### config.mk
export PLATFORM = sky130hd
export DESIGN_NAME = seg7_scan_driver
export DESIGN_NICKNAME = d
export VERILOG_FILES = /design/src/rtl/seg7_scan_driver.sv
export SDC_FILE = /design/constraint.sdc
export NUM_CORES = 1
export LEC_CHECK = 0
export BUFFER_PORTS_ARGS = -buffer_cell sky130_fd_sc_hd__clkbuf_2
export CORE_MARGIN = 5
export CORE_UTILIZATION = 60
export CTS_CLUSTER_SIZE = 25
export DETAILED_ROUTE_END_ITERATION = 12
export GPL_ROUTABILITY_DRIVEN = 0
export PLACE_DENSITY = 0.86
export SYNTH_ARGS = -nofsm -noshare
export SYNTH_HDL_FRONTEND = slang
export SYNTH_SLANG_ARGS = --single-unit
export TNS_END_PERCENT = 5
### constraint.sdc
create_clock -name clk -period 4.19 [get_ports clk]
set_clock_uncertainty 0.2 [all_clocks]
set_input_delay 0.6285 -clock clk [delete_from_list [all_inputs] [get_ports clk]]
set_output_delay 0.6285 -clock clk [all_outputs]
set_load 0.05 [all_outputs]
### src/rtl/seg7_scan_driver.sv
// seg7_scan_driver: multiplexed common-anode hex display driver.
// Optional blink support is compiled in with `define SEG7_BLINK_EN.
module seg7_scan_driver #(
    parameter int DIGITS = 4,
    parameter int DIV    = 50000
`ifdef SEG7_BLINK_EN
    ,
    parameter int BLINK_FRAMES = 64
`endif
) (
    input  logic                  clk,
    input  logic                  rst_n,
    input  logic [4*DIGITS-1:0]   value,
    input  logic [DIGITS-1:0]     dp_in,
    input  logic                  load,
    input  logic                  blank_en,
`ifdef SEG7_BLINK_EN
    input  logic [DIGITS-1:0]     blink_mask,
`endif
    output logic [6:0]            seg_n,
    output logic                  dp_n,
    output logic [DIGITS-1:0]     an_n,
    output logic                  frame_done
);

    localparam int CW = (DIV > 1) ? $clog2(DIV) : 1;
    localparam int IW = (DIGITS > 1) ? $clog2(DIGITS) : 1;
    localparam logic [CW-1:0] CNT_MAX = CW'(DIV - 1);
    localparam logic [IW-1:0] IDX_MAX = IW'(DIGITS - 1);

    logic [CW-1:0]         cnt;
    logic [IW-1:0]         idx;
    logic                  tc;
    logic                  boundary;

    logic [4*DIGITS-1:0]   disp_val;
    logic [DIGITS-1:0]     disp_dp;
    logic [4*DIGITS-1:0]   stage_val;
    logic [DIGITS-1:0]     stage_dp;
    logic                  pending;

    logic [DIGITS-1:0]     zero_from;
    logic [DIGITS-1:0]     blank_vec;
    logic [DIGITS-1:0]     an_d;
    logic [3:0]            nib;
    logic                  dp_bit;
    logic                  blank_cur;
    logic                  dark_cur;

    assign tc       = (cnt == CNT_MAX);
    assign boundary = tc && (idx == IDX_MAX);

    // Hex nibble to active-low {g,f,e,d,c,b,a}
    function automatic logic [6:0] hex7(input logic [3:0] n);
        logic [6:0] s;
        unique case (n)
            4'h0: s = 7'h40;
            4'h1: s = 7'h79;
            4'h2: s = 7'h24;
            4'h3: s = 7'h30;
            4'h4: s = 7'h19;
            4'h5: s = 7'h12;
            4'h6: s = 7'h02;
            4'h7: s = 7'h78;
            4'h8: s = 7'h00;
            4'h9: s = 7'h18;
            4'hA: s = 7'h08;
            4'hB: s = 7'h03;
            4'hC: s = 7'h46;
            4'hD: s = 7'h21;
            4'hE: s = 7'h06;
            4'hF: s = 7'h0E;
        endcase
        return s;
    endfunction

    // Prescaler: sets the dwell time of each digit
    always_ff @(posedge clk) begin
        if (!rst_n) begin
            cnt <= '0;
        end else if (tc) begin
            cnt <= '0;
        end else begin
            cnt <= cnt + 1'b1;
        end
    end

    // Digit index advances on each prescaler wrap
    always_ff @(posedge clk) begin
        if (!rst_n) begin
            idx <= '0;
        end else if (tc) begin
            if (idx == IDX_MAX) begin
                idx <= '0;
            end else begin
                idx <= idx + 1'b1;
            end
        end
    end

    // Staging and display registers; display only changes at frame edges.
    // A load in the boundary cycle bypasses staging, leaving the old
    // staged value untouched but no longer pending.
    always_ff @(posedge clk) begin
        if (!rst_n) begin
            disp_val  <= '0;
            disp_dp   <= '0;
            stage_val <= '0;
            stage_dp  <= '0;
            pending   <= 1'b0;
        end else if (boundary) begin
            pending <= 1'b0;
            if (load) begin
                disp_val <= value;
                disp_dp  <= dp_in;
            end else if (pending) begin
                disp_val <= stage_val;
                disp_dp  <= stage_dp;
            end
        end else if (load) begin
            stage_val <= value;
            stage_dp  <= dp_in;
            pending   <= 1'b1;
        end
    end

    // Leading-zero map: zero_from[k] means nibbles k..top are all zero
    always_comb begin
        logic run;
        run       = 1'b1;
        zero_from = '0;
        blank_vec = '0;
        for (int k = DIGITS - 1; k >= 0; k--) begin
            run          = run && (disp_val[4*k +: 4] == 4'h0);
            zero_from[k] = run;
        end
        for (int k = 1; k < DIGITS; k++) begin
            blank_vec[k] = blank_en && zero_from[k];
        end
    end

`ifdef SEG7_BLINK_EN
    localparam int FW = (BLINK_FRAMES > 1) ? $clog2(BLINK_FRAMES) : 1;
    localparam logic [FW-1:0] FC_MAX = FW'(BLINK_FRAMES - 1);

    logic [FW-1:0] fcnt;
    logic          phase;

    // Frame counter toggles the blink phase every BLINK_FRAMES frames
    always_ff @(posedge clk) begin
        if (!rst_n) begin
            fcnt  <= '0;
            phase <= 1'b0;
        end else if (boundary) begin
            if (fcnt == FC_MAX) begin
                fcnt  <= '0;
                phase <= ~phase;
            end else begin
                fcnt <= fcnt + 1'b1;
            end
        end
    end
`endif

    // Select the active digit's nibble, dp and suppression flags
    always_comb begin
        nib       = 4'h0;
        dp_bit    = 1'b0;
        blank_cur = 1'b0;
        dark_cur  = 1'b0;
        an_d      = '1;
        for (int k = 0; k < DIGITS; k++) begin
            if (idx == IW'(k)) begin
                nib       = disp_val[4*k +: 4];
                dp_bit    = disp_dp[k];
                blank_cur = blank_vec[k];
`ifdef SEG7_BLINK_EN
                dark_cur  = phase && blink_mask[k];
`endif
                an_d[k]   = 1'b0;
            end
        end
    end

    // Registered pin drivers, one cycle behind idx and display
    always_ff @(posedge clk) begin
        if (!rst_n) begin
            seg_n      <= 7'h7F;
            dp_n       <= 1'b1;
            an_n       <= '1;
            frame_done <= 1'b0;
        end else begin
            frame_done <= boundary;
            an_n       <= an_d;
            if (blank_cur || dark_cur) begin
                seg_n <= 7'h7F;
                dp_n  <= 1'b1;
            end else begin
                seg_n <= hex7(nib);
                dp_n  <= ~dp_bit;
            end
        end
    end

endmodule
==> results of run 1 <==
==> final timing paths <==
path | from | to | slack (ns) | cells past startpoint
min reg2reg | cnt[0] | cnt[0] | 0.27 | 1
max reg2reg | cnt[14] | stage_val[10] | 1.16 | 5
min | cnt[0] | cnt[0] | 0.27 | 1
max | cnt[14] | stage_val[10] | 1.16 | 5
==> registers in the layout (all words and copies together) (netlist names), 2 cells and up <==
register   cells
seg_n          7
disp_dp        4
disp_val      16
idx            2
stage_val     16
an_n           4
stage_dp       4
cnt           16
==> cell usage in the layout (no fill, tap or decap), types with 2 or more instances in the layout <==
| cell type | n |
|---|---|
| a211o_1 | 2 |
| a211oi_1 | 5 |
| a21o_1 | 2 |
| a21oi_1 | 8 |
| clkbuf_1 | 2 |
| clkbuf_2 | 36 |
| clkbuf_8 | 12 |
| dfxtp_1 | 72 |
| ha_1 | 11 |
| inv_1 | 8 |
| mux2i_1 | 46 |
| nand2_1 | 40 |
| nand3_1 | 10 |
| nand3b_1 | 3 |
| nand4_1 | 2 |
| nor2_1 | 23 |
| nor2b_1 | 23 |
| nor3_1 | 2 |
| nor3b_1 | 2 |
| nor4_1 | 3 |
| o211a_1 | 20 |
| o21ai_0 | 5 |
| o221ai_1 | 3 |
| xnor2_1 | 7 |
| xor2_1 | 7 |
==> cell type report <==
cell class | instances | area [um2]
clock buffers | 14 | 173
clock inverters | 2 | 12.5
fillers | 422 | 1820
inverters | 8 | 30.0
multi-input cells | 241 | 1760
flip-flops and latches | 72 | 1440
well taps | 72 | 90.1
repair buffers | 37 | 188
==> logic make-up after synthesis <==
group | count (synthesis) | synth area share [%]
xor+xnor | 14 | 3.59
compound gates | 53 | 12.8
buf+inv | 27 | 6.31
simple gates | 117 | 17.6
flops | 72 | 42.2
mux | 46 | 13.5
fa+ha+maj | 11 | 4.03
==> worst max-delay path, cell delays in order (launching register included) <==
cell,delay [ns]
dfxtp_1,0.37
or4bb_4,0.53
or4_1,0.69
o21ai_4,0.76
mux2i_1,0.28
nor2b_1,0.07
==> layer usage <==
metal / GRT usage, % / vias up / routed length (um)
met2: 29.8 / 53 / 2970
met4: 10.2 / 0 / 155
met5: 0 / - / 0
met3: 4.27 / 15 / 320
li1: - / 1251 / -
met1: 22.4 / 1184 / 2750
==> power breakdown <==
group          internal, uW  switching [uW]
combinational          39.4            52.9
clock                   263             243
sequential              702            8.99
==> per-stage QoR <==
stage	power [uW]	instances
2_1_floorplan	801	340
3_3_place_gp	817	430
3_5_place_dp	820	430
4_1_cts	1320	446
5_1_grt	1370	446
6_report	1310	446
==> reports/metrics.cfg, run 1 <==
[floorplanning]
num_io_pins=37
die-height_um=85.4
rows=27
start_util_pct=62.0
core_mm2=0.00551
fp.dieArea_mm2=0.00729
die_w_um=85.4

[pwr]
ir_drop_mv=0.222
p_leak_uw=0.00176
p_per_area_mw_per_mm2=355

[clock_network]
cts_tree=built
htree_levels=3
postCtsSetupRepairBufs=0
ctsResizeCount=0
cts_made_buffers=9
clk_latency_ns=0.35
root_buffer=clkbuf_8
cts_sinks=72
cts_hold_buf=0
clk_pin_slew_ns=0.07
cts.path.max_buffers=2

[place]
portBuffers=36
hpwlAfterDp_um=4250
place_area_mm2=0.00350
dp_slack_ns=1.14

[min_path]
min_path_type=reg2reg

[global_route]
grt_overflow_total=0
track_usage_pct=18.4
antenna_found_initial=0
grt_max_degree=51
grt_pass1_wl_um=10700
grt_pass1_vias=2422

[yosys]
ys_ff_latch=72
synth_nets=375
yosysWarnings=0
syn_inst=340
yosysTopAreaCellShare_pct=42.2
synth_top_area_cell=dfxtp_1
syn_area_mm2=0.00341
synth_edf_count=0
synth.most_common_cell=dfxtp_1
synth_common_cells=dfxtp_1, mux2i_1, nand2_1
ys_types=46
avgSynthCellArea_um2=10.0
synth-seq-area-share_pct=42.2
async_flop_share_pct=0
synthFlopType=dfxtp_1
ys_top_cells_by_area=dfxtp_1, mux2i_1, o211a_1, nand2_1, nor2b_1

[detailed_routing]
drc=0
wirelength_um=6200
wire_per_inst_um=13.9
first_iter_violations=132
detail-route-antenna-nets=0
vias_per_cell=5.61
dr.pass1.iters=6
num_vias=2503

[sta]
slew-limit-headroom_pct=28.1
hold_ws_ns=0.268
hold_viol_final=0
finalSetupViolCount=0
tns_ns=0
timing.final.crit_share_pct=72.3
fin_crit_ns=3.03
max_freq_mhz=330
maxSlewViolCount=0
grt_setup_unrepaired=no
worst_slack_ns=1.16
tightest_slew_ns=1.07

[final_layout]
fin_nets=404
drive_gt1_share_pct=15.2
fin_util_pct=67.0
area_growth_pct=8.14
final_area_mm2=0.00369
n_antenna_cell=0

[flow_run]
cap_violations=0

[critical_path]
crit_type=reg2reg
crit_path_start_kind=flip-flop
cp.arrival_ns=3.07
critical_path_required_ns=4.23
end_kind=flip-flop
cp_max_fo=20

[outcome]
status=complete, no violations

(Power assumes the default switching activity.)
==> run 2, diff against run 1 <==
--- a/config.mk
+++ b/config.mk
@@ -5,13 +5,14 @@
 export SDC_FILE = /design/constraint.sdc
 export NUM_CORES = 1
 export LEC_CHECK = 0
+export ABC_AREA = 1
 export BUFFER_PORTS_ARGS = -buffer_cell sky130_fd_sc_hd__clkbuf_2
 export CORE_MARGIN = 5
-export CORE_UTILIZATION = 60
+export CORE_UTILIZATION = 59
 export CTS_CLUSTER_SIZE = 25
 export DETAILED_ROUTE_END_ITERATION = 12
 export GPL_ROUTABILITY_DRIVEN = 0
-export PLACE_DENSITY = 0.86
+export PLACE_DENSITY = 0.85
 export SYNTH_ARGS = -nofsm -noshare
 export SYNTH_HDL_FRONTEND = slang
 export SYNTH_SLANG_ARGS = --single-unit
==> constraint.sdc (replaced) <==
create_clock -name clk -period 3.1 [get_ports clk]
set_clock_uncertainty 0.2 [all_clocks]
set_input_delay 0.465 -clock clk [delete_from_list [all_inputs] [get_ports clk]]
set_output_delay 0.465 -clock clk [all_outputs]
set_load 0.05 [all_outputs]
==> run 2 against run 1 <==
Utilization is 0.81 points higher. Die area is 6.5% higher. Non-clock buffer count is 7 higher. Final area is 8.8% higher. Sequential share of layout area is 3.2 points lower. Synthesized cell count is 56% higher. Combinational power is 37% higher. Clock power is 56% higher. Highest routed layer unchanged.
==> reports/metrics.cfg, run 2 <==
[critical_path]
setup.worst_path.start=idx[0]  ; was cnt[14]
rr_worst_depth=10  ; was 5
r2r-end=seg_n[3]  ; was stage_val[10]
crit_path_start_kind=flip-flop  ; unchanged
reg2reg_slack_ns=0.70  ; was 1.16 ns
crit_type=reg2reg  ; unchanged
cp_slowest_cell=ha_1  ; was o21ai_4
reg2reg_from=idx[0]  ; was cnt[14]
cp.arrival_ns=2.43  ; was 3.07 ns
cp_slowest_stage_delay_ns=0.46  ; was 0.76 ns
critical_path_required_ns=3.12  ; was 4.23 ns
critPathMostFrequentCell=nand3_1
end_kind=flip-flop  ; unchanged
cp_max_fo=12  ; was 20
crit_chain=ha_1, buf_4, nand2_1, nand2_1, inv_1, ha_1, inv_1, nand3_1, nand3_1, nand3_1  ; was or4bb_4, or4_1, o21ai_4, mux2i_1, nor2b_1

[min_path]
hp-start=value[13]  ; was cnt[0]
min_path_type=in2reg  ; was reg2reg
hold_path_end=stage_val[13]  ; was cnt[0]
min_path_cells=3  ; was 1

[clock_network]
cts_sinks=72  ; unchanged
clk_latency_ns=0.35  ; about the same
cts_made_buffers=9  ; unchanged
root_buffer=clkbuf_8  ; unchanged
postCtsSetupRepairBufs=0  ; unchanged
cts.path.max_buffers=2  ; unchanged
cts_hold_buf=0  ; unchanged
cts_tree=built  ; unchanged
ctsResizeCount=0  ; unchanged
clk_pin_slew_ns=0.07  ; about the same
htree_levels=3  ; unchanged

[floorplanning]
num_io_pins=37  ; unchanged
start_util_pct=60.8  ; was 62.0%
die_w_um=88.1  ; was 85.4 um
core_mm2=0.00592  ; was 0.00551 mm2
rows=28  ; was 27
die-height_um=88.1  ; was 85.4 um
fp.dieArea_mm2=0.00777  ; was 0.00729 mm2

[yosys]
ys_top_cells_by_area=dfxtp_1, nand2_1, nand3_1, a21oi_1, inv_1  ; was dfxtp_1, mux2i_1, o211a_1, nand2_1, nor2b_1
synthFlopType=dfxtp_1  ; unchanged
async_flop_share_pct=0  ; unchanged
syn_inst=529  ; was 340
synth.most_common_cell=nand2_1  ; was dfxtp_1
ys_ff_latch=72  ; unchanged
synth_nets=564  ; was 375
ys_types=27  ; was 46
syn_area_mm2=0.00360  ; was 0.00341 mm2
yosysWarnings=0  ; unchanged
synth_edf_count=0  ; unchanged
avgSynthCellArea_um2=6.81  ; was 10.0 um2
synth_top_area_cell=dfxtp_1  ; unchanged
synth_common_cells=nand2_1, dfxtp_1, nand3_1  ; was dfxtp_1, mux2i_1, nand2_1
synth-seq-area-share_pct=40.0  ; was 42.2%
yosysTopAreaCellShare_pct=40.0  ; was 42.2%

[final_layout]
n_antenna_cell=0  ; unchanged
mostFrequentLayoutCells=nand2_1, dfxtp_1, nand3_1  ; was dfxtp_1, mux2i_1, nand2_1
drive_gt1_share_pct=13.7  ; was 15.2%
largest_registers=cnt (16), disp_val (16), stage_val (16)  ; unchanged
area_growth_pct=11.5  ; was 8.14%
fin_nets=593  ; was 404
final_common_cell=nand2_1  ; was dfxtp_1
final_area_mm2=0.00402  ; was 0.00369 mm2

[sta]
grt_setup_unrepaired=no  ; unchanged
worst_slack_ns=0.696  ; was 1.16 ns
tightest_slew_ns=0.852  ; was 1.07 ns
fin_crit_ns=2.40  ; was 3.03 ns
maxSlewViolCount=0  ; unchanged
slew-limit-headroom_pct=42.8  ; was 28.1%
finalSetupViolCount=0  ; unchanged
max_freq_mhz=416  ; was 330 MHz
hold_viol_final=0  ; unchanged
tns_ns=0  ; unchanged
timing.final.crit_share_pct=77.6  ; was 72.3%

[outcome]
status=complete, no violations  ; unchanged

[place]
hpwlAfterDp_um=5600  ; was 4250 um
dp_slack_ns=0.734  ; was 1.14 ns
portBuffers=36  ; unchanged
place_area_mm2=0.00381  ; was 0.00350 mm2

[detailed_routing]
detail-route-antenna-nets=0  ; unchanged
top_layer_used=met4  ; unchanged
dr_wl_met3_um=424  ; was 320 um
dr_wl_met2_um=3750  ; was 2970 um
drc=0  ; unchanged
met1Wirelength_um=3590  ; was 2750 um
vias_per_cell=5.31  ; was 5.61
wirelength_um=7870  ; was 6200 um
dr.pass1.iters=4  ; was 6
first_iter_violations=148  ; was 132
num_vias=3382  ; was 2503
wire_per_inst_um=12.3  ; was 13.9 um

[global_route]
grt_pass1_wl_um=13500  ; was 10700 um
grt_max_degree=47  ; was 51
grt_pass1_vias=3116  ; was 2422
antenna_found_initial=0  ; unchanged
track_usage_pct=21.8  ; was 18.4%
grt_overflow_total=0  ; unchanged

[pwr]
p_per_area_mw_per_mm2=466  ; was 355 mW/mm2
p_leak_uw=0.00163  ; was 0.00176 uW
ir_drop_mv=0.330  ; was 0.222 mV

[flow_run]
cap_violations=0  ; unchanged

## run 2: cell types whose count changed after synthesis, moves of 39 or more
cell     change
a21oi_1     +49
nand3_1     +48
mux2i_1     -46
inv_1       +39
nand2_1     +98
## run 2: worst max-delay path: cells and delay by family (launching register included)
family        cells  cell delay, ns
flops             1            0.38
buf+inv           3            0.46
fa+ha+maj         2            0.76
simple gates      5            0.47
## run 2: area by class of cell
class                      count  area, um2
fill                         532       1910
clock inverter                 6       85.1
tap                           75       93.8
timing repair buffer          44        240
multi-input combinational    375       1820
inverter                      56        210
sequential                    72       1440
clock buffer                   9        124
## run 2: worst max-delay path by stage
stage	endpoint
after global placement	seg_n[3]
after CTS	seg_n[3]
after global routing	seg_n[3]
final	seg_n[3]
after detailed placement	seg_n[3]
after floorplan	seg_n[3]
## run 2: report_power, final
part / internal, uW / switching (uW) / total [uW] / leakage, uW
combinational: 40.7 / 85.6 / 126 / 0.000944
clock: 445 / 342 / 788 / 0.000101
sequential: 948 / 11.2 / 959 / 0.000587
total: 1430 / 439 / 1870 / 0.00163
## run 2: per-stage QoR
step	power [uW]	hold slack [ns]	utilization [%]	std cells
detailed placement	1110	0.252	64.3	622
floorplan	1070	0.230	-	529
global route	1940	0.185	67.8	637
global placement	1100	0.246	64.3	622
finish	1870	0.181	67.8	637
CTS	1890	0.172	67.8	637
## run 2: cell families after synthesis
family,Yosys count,synth area share [%]
buffers and inverters,82,9.45
AO/OA/AOI/OAI,83,11.7
XOR/XNOR,3,0.730
flip-flops,72,40.0
AND/OR/NAND/NOR,278,34.3
adder cells (fa/ha/maj),11,3.82
## run 2: metal layers
metal / GRT usage (%) / vias to the layer above
met5: 0 / -
met4: 10.3 / 0
met3: 3.67 / 10
met2: 36.0 / 70
met1: 27.8 / 1515
li1: - / 1787
